## src/rtl/zb_dl_pkg.sv

```systemverilog
// Shared constants and stage payload type for the ZigBee alignment delay line.
package zb_dl_pkg;

    localparam int unsigned DL_WIDTH_DEF = 8;
    localparam int unsigned DL_DEPTH_DEF = 16;

    // Default-width stage payload; wider/narrower instances re-declare it from WIDTH.
    typedef struct packed {
        logic                    valid;
        logic [DL_WIDTH_DEF-1:0] data;
    } dl_stage_t;

endpackage

```

## src/rtl/zb_dl_stage.sv

```systemverilog
// One {valid, data} register stage: async clear, synchronous flush, shift enable.
module zb_dl_stage
    import zb_dl_pkg::*;
#(
    parameter type stage_t = dl_stage_t
) (
    input  logic   i_CLK,
    input  logic   i_RST,
    input  logic   i_EN,
    input  logic   i_CLR,
    input  stage_t i_D,
    output stage_t o_Q
);

    // Flush outranks enable so a sample presented with i_CLR is dropped.
    always_ff @(posedge i_CLK or negedge i_RST) begin
        if (!i_RST) begin
            o_Q <= '0;
        end else if (i_CLR) begin
            o_Q <= '0;
        end else if (i_EN) begin
            o_Q <= i_D;
        end
    end

endmodule

```

## src/rtl/zb_delay_line.sv

```systemverilog
// Enable-controlled, flushable delay line with runtime tap select, fill count and
// out-of-range delay flag; aligns chip/symbol streams in the ZigBee datapath.
module zb_delay_line
    import zb_dl_pkg::*;
#(
    parameter int unsigned WIDTH = DL_WIDTH_DEF,
    parameter int unsigned DEPTH = DL_DEPTH_DEF,
    parameter int unsigned SELW  = $clog2(DEPTH + 1)
) (
    input  logic             i_CLK,
    input  logic             i_RST,
    input  logic             i_EN,
    input  logic             i_CLR,
    input  logic [WIDTH-1:0] i_DATA,
    input  logic             i_VALID,
    input  logic [SELW-1:0]  i_DELAY,
    output logic [WIDTH-1:0] o_DATA,
    output logic             o_VALID,
    output logic [SELW-1:0]  o_FILL,
    output logic             o_DLY_ERR
);

    typedef struct packed {
        logic             valid;
        logic [WIDTH-1:0] data;
    } stage_t;

    // Index 0 is the live input, so a delay of 0 selects the bypass directly.
    stage_t          stg [DEPTH+1];
    stage_t          tap;
    logic            dly_over;
    logic [SELW-1:0] fill;
    logic            dly_err;

    assign stg[0] = '{valid: i_VALID, data: i_DATA};

    for (genvar k = 1; k <= DEPTH; k++) begin : g_stage
        zb_dl_stage #(
            .stage_t(stage_t)
        ) u_stage (
            .i_CLK(i_CLK),
            .i_RST(i_RST),
            .i_EN (i_EN),
            .i_CLR(i_CLR),
            .i_D  (stg[k-1]),
            .o_Q  (stg[k])
        );
    end

    assign dly_over = i_DELAY > SELW'(DEPTH);

    // Out-of-range requests clamp to the last stage.
    always_comb begin
        tap = stg[DEPTH];
        if (!dly_over) begin
            tap = stg[i_DELAY];
        end
    end

    always_comb begin
        fill = '0;
        for (int unsigned k = 1; k <= DEPTH; k++) begin
            fill = fill + SELW'(stg[k].valid);
        end
    end

    // Not sticky: reflects only the request seen at the most recent edge.
    always_ff @(posedge i_CLK or negedge i_RST) begin
        if (!i_RST) begin
            dly_err <= 1'b0;
        end else begin
            dly_err <= dly_over;
        end
    end

    assign o_VALID   = tap.valid;
    assign o_DATA    = tap.valid ? tap.data : '0;
    assign o_FILL    = fill;
    assign o_DLY_ERR = dly_err;

endmodule

```

## config.mk

```make
export PLATFORM = sky130hd
export DESIGN_NAME = zb_delay_line
export DESIGN_NICKNAME = d
export VERILOG_FILES = /design/src/rtl/zb_dl_pkg.sv /design/src/rtl/zb_dl_stage.sv /design/src/rtl/zb_delay_line.sv
export SDC_FILE = /design/constraint.sdc
export NUM_CORES = 1
export LEC_CHECK = 0
export BUFFER_PORTS_ARGS = -buffer_cell sky130_fd_sc_hd__buf_2
export CAP_MARGIN = 20
export CELL_PAD_IN_SITES_DETAIL_PLACEMENT = 1
export CELL_PAD_IN_SITES_GLOBAL_PLACEMENT = 1
export CORE_ASPECT_RATIO = 1.2
export CORE_MARGIN = 5
export CORE_UTILIZATION = 35
export DETAILED_ROUTE_END_ITERATION = 8
export HOLD_SLACK_MARGIN = 0.03
export PLACE_DENSITY_LB_ADDON = 0.1
export SLEW_MARGIN = 20
export SYNTH_ARGS = -nofsm -noshare
export SYNTH_HDL_FRONTEND = slang
export SYNTH_SLANG_ARGS = --single-unit
```

## constraint.sdc

```tcl
create_clock -name i_CLK -period 3.6 [get_ports i_CLK]
set_input_delay 0.36 -clock i_CLK [delete_from_list [all_inputs] [get_ports i_CLK]]
set_output_delay 0.36 -clock i_CLK [all_outputs]
set_load 0.01 [all_outputs]
```

==> qor.csv <==
stage,metric,value,unit
drt,first_pass_iters,5,
placed_design,gp_routability_congestion,0.753,
floorplan,initial_core_util,35.2,%
drt,routedWlPerCell,19.4,microns
sta,setup_slack,-568,ps
drt,drc,0,
sta,finalHoldViolCount,0,
critical_path,arrival,3810,ps
layout,syn_to_final_growth,15.8,%
synth,ys_top_cells_by_area,"dfrtp_1, mux2i_1, nor2_1, mux4_2, fa_1",
synth,yosys.area.top_type_share,48.0,%
grt,grt_pass1_vias,5445,
clock_network,path_clk_slew,60,ps
power,p_leak,4.38,nW
hold_path,worstHoldPathType,in2async,
grt,grt_max_degree,89,
sta,maxSlewHeadroom,37.3,%
clock_network,cts_buffers,17,
drt,ant_nets,0,
critical_path,cp_data_required_time,3240,ps
sta,fmax,240,MHz
drt,drt_iter0_drc,230,
sta,slew_violations,0,
sta,rsz0062_at_grt,true,
power,power.density,442,nW/um^2
critical_path,start_kind,flip-flop,
floorplan,die-area,24700,sq um
sta,fin_crit_sh,116,%
status,violations,setup timing,
critical_path,critPathKind,reg2out,
status,status,"complete, but fails checks",
clock_network,cts.sinks,145,
layout,seqCellArea,3630,sq um
synth,yosysWarnings,0,
clock_network,clock_latency,420,ps
floorplan,rows,59,
placed_design,preCtsSetupSlack,-233,ps
critical_path,worstSetupEndpointType,primary output,
grt,grt-ovfl-total,0,
clock_network,cts_tree,built,
clock_network,cts-root-buf,clkbuf_16,
layout,multi_input_area,3610,sq um
synth,netlist_area,7560,sq um
synth,synthCells,643,
layout,drive_above_1_share,19.3,%
sta,worst_pin_slew,941,ps
clock_network,clockBufferDepth,2,
layout,fill_cells,2283,
critical_path,crit_fanout,2,
synth,syn_nets,676,
drt,routed_wl,18.5,mm
grt,grt_pass1_wl,30.9,mm
floorplan,die_h,171,microns
floorplan,die_x,144,microns
synth,synth-seq-cells,145,
floorplan,coreArea,21500,sq um
placed_design,port_buffers,32,
synth,seq_area_frac_synth,48.0,%
power,ir_drop,0.335,mV
sta,fin_crit,4170,ps
grt,track_usage,16.0,%
clock_network,h-tree-depth,4,
synth,syn_area_per_cell,11.8,sq um
synth,synth_cell_types,28,
grt,antenna_found_initial,0,
drt,routed-via-count,4884,
layout,antenna_cells,0,
sta,hold_ws,31.4,ps
synth,synth_area_leader_cell,dfrtp_1,
drt,avgViaCountPerCell,5.10,
placed_design,dp_hpwl,11.9,mm
run,max-cap-violations,0,
sta,skew,5.01,ps
floorplan,pin_count,33,
layout,fin_nets,706,
sta,finalSetupViolCount,4,
==> metal layers <==
layer | track usage [%] | vias to the layer above | part of all wire, % | wire (microns)
met5 | 0 | - | 0 | 0
met3 | 2.54 | 17 | 2.2 | 410
met1 | 22.2 | 2534 | 47 | 8710
met4 | 4.79 | 0 | 1.4 | 265
met2 | 25.9 | 46 | 49 | 9150
li1 | - | 2287 | - | -
==> cell usage in the layout (no fill, tap or decap), drive strengths merged, types with 2 or more instances in the layout <==
cell type	instances
clkinv	4
ha	5
fa	10
clkinvlp	2
nor2	147
mux2	12
xnor2	2
a211oi	8
nand2	10
bufinv	5
inv	26
mux2i	176
a32oi	8
buf	58
mux4	18
dfrtp	145
nor2b	3
a22oi	16
clkbuf	19
==> final timing paths <==
kind,start,endpoint,slack [ps],depth (start not counted)
worst min-delay path,i_RST,g_stage[3].u_stage.o_Q[7],30,1
worst min register to register,g_stage[16].u_stage.o_Q[3],g_stage[16].u_stage.o_Q[3],530,2
worst max-delay path,g_stage[4].u_stage.o_Q[8],o_FILL[4],-570,12
min in group i_CLK,i_DATA[3],g_stage[1].u_stage.o_Q[3],210,3
worst max register to register,g_stage[10].u_stage.o_Q[8],g_stage[11].u_stage.o_Q[8],2630,4
max in group asynchronous,i_RST,g_stage[6].u_stage.o_Q[2],2730,2
==> report_power, final <==
| part | switching [mW] | internal, mW |
|---|---|---|
| sequential | 0.0100 | 1.64 |
| combinational | 0.193 | 0.109 |
| clock | 0.682 | 1.23 |
==> layout make-up <==
type                            instances  area share [%]
Timing Repair Buffer                   59            5.20
Inverter                               26            1.11
Sequential cell                       145            41.4
Tap cell                              274            3.91
Clock inverter                         11            2.16
Multi-Input combinational cell        424            41.2
Clock buffer                           18            5.01
==> cell usage after synthesis <==
cell type and n:
mux2i_1 176, nor2_1 147, dfrtp_1 145, inv_1 26, clkbuf_1 23, a22oi_1 16
buf_2 16, mux2_2 12, mux4_2 12, fa_1 10, nand2_1 10, a211oi_2 8
a32oi_1 8, buf_6 7, mux4_1 6, ha_1 5, nor2b_1 3, buf_4 2
xnor2_1 2, a21o_1 1, a21oi_1 1, a222oi_1 1, a32o_1 1, and2_1 1
and2b_1 1, o211a_1 1, o21a_1 1, o41a_1 1
==> sequential cells by signal (all words and copies together) (netlist names) <==
name / flops
o_DLY_ERR: 1
g_stage.u_stage.o_Q: 144
==> per-stage QoR <==
step	cells	util [%]	power [mW]	setup TNS (ps)	instance area, sq um
floorplan	643	-	1.87	0	7570
global placement	925	37.6	1.98	-292	8070
detailed placement	925	37.6	1.99	-617	8070
CTS	954	40.6	3.94	-2280	8730
global route	957	40.8	4.03	-2590	8760
finish	957	40.8	3.87	-1980	8760
==> logic make-up after synthesis <==
group                      Yosys count  synth area share [%]
AOI/OAI and AO/OA                   39                  4.65
adders and majority gates           15                  3.47
buffers and inverters               74                  4.73
and+or+nand+nor                    162                  8.22
xor gates and xnor gates             2                 0.232
DFF                                145                  48.0
muxes                              206                  30.7
==> worst max-delay path, cell delays in order, from the launching register on <==
cell and delay, ps:
dfrtp_1 360, inv_2 50, fa_1 560, fa_1 440, fa_2 550, fa_1 420
inv_2 80, ha_4 140, inv_2 40, fa_2 360, nor2b_1 150, o21a_1 120
buf_2 120
==> what timing repair did <==
| item | in CTS | in global routing |
|---|---|---|
| hold buffers | 0 | 0 |
| buffers inserted | 0 | 3 |
| hold endpoints to repair | 0 | 0 |
| gates resized for setup | 9 | 5 |
| setup endpoints to repair | 5 | 5 |
| pin swaps | 12 | 7 |
No activity file was read; power rests on OpenSTA's default activity.
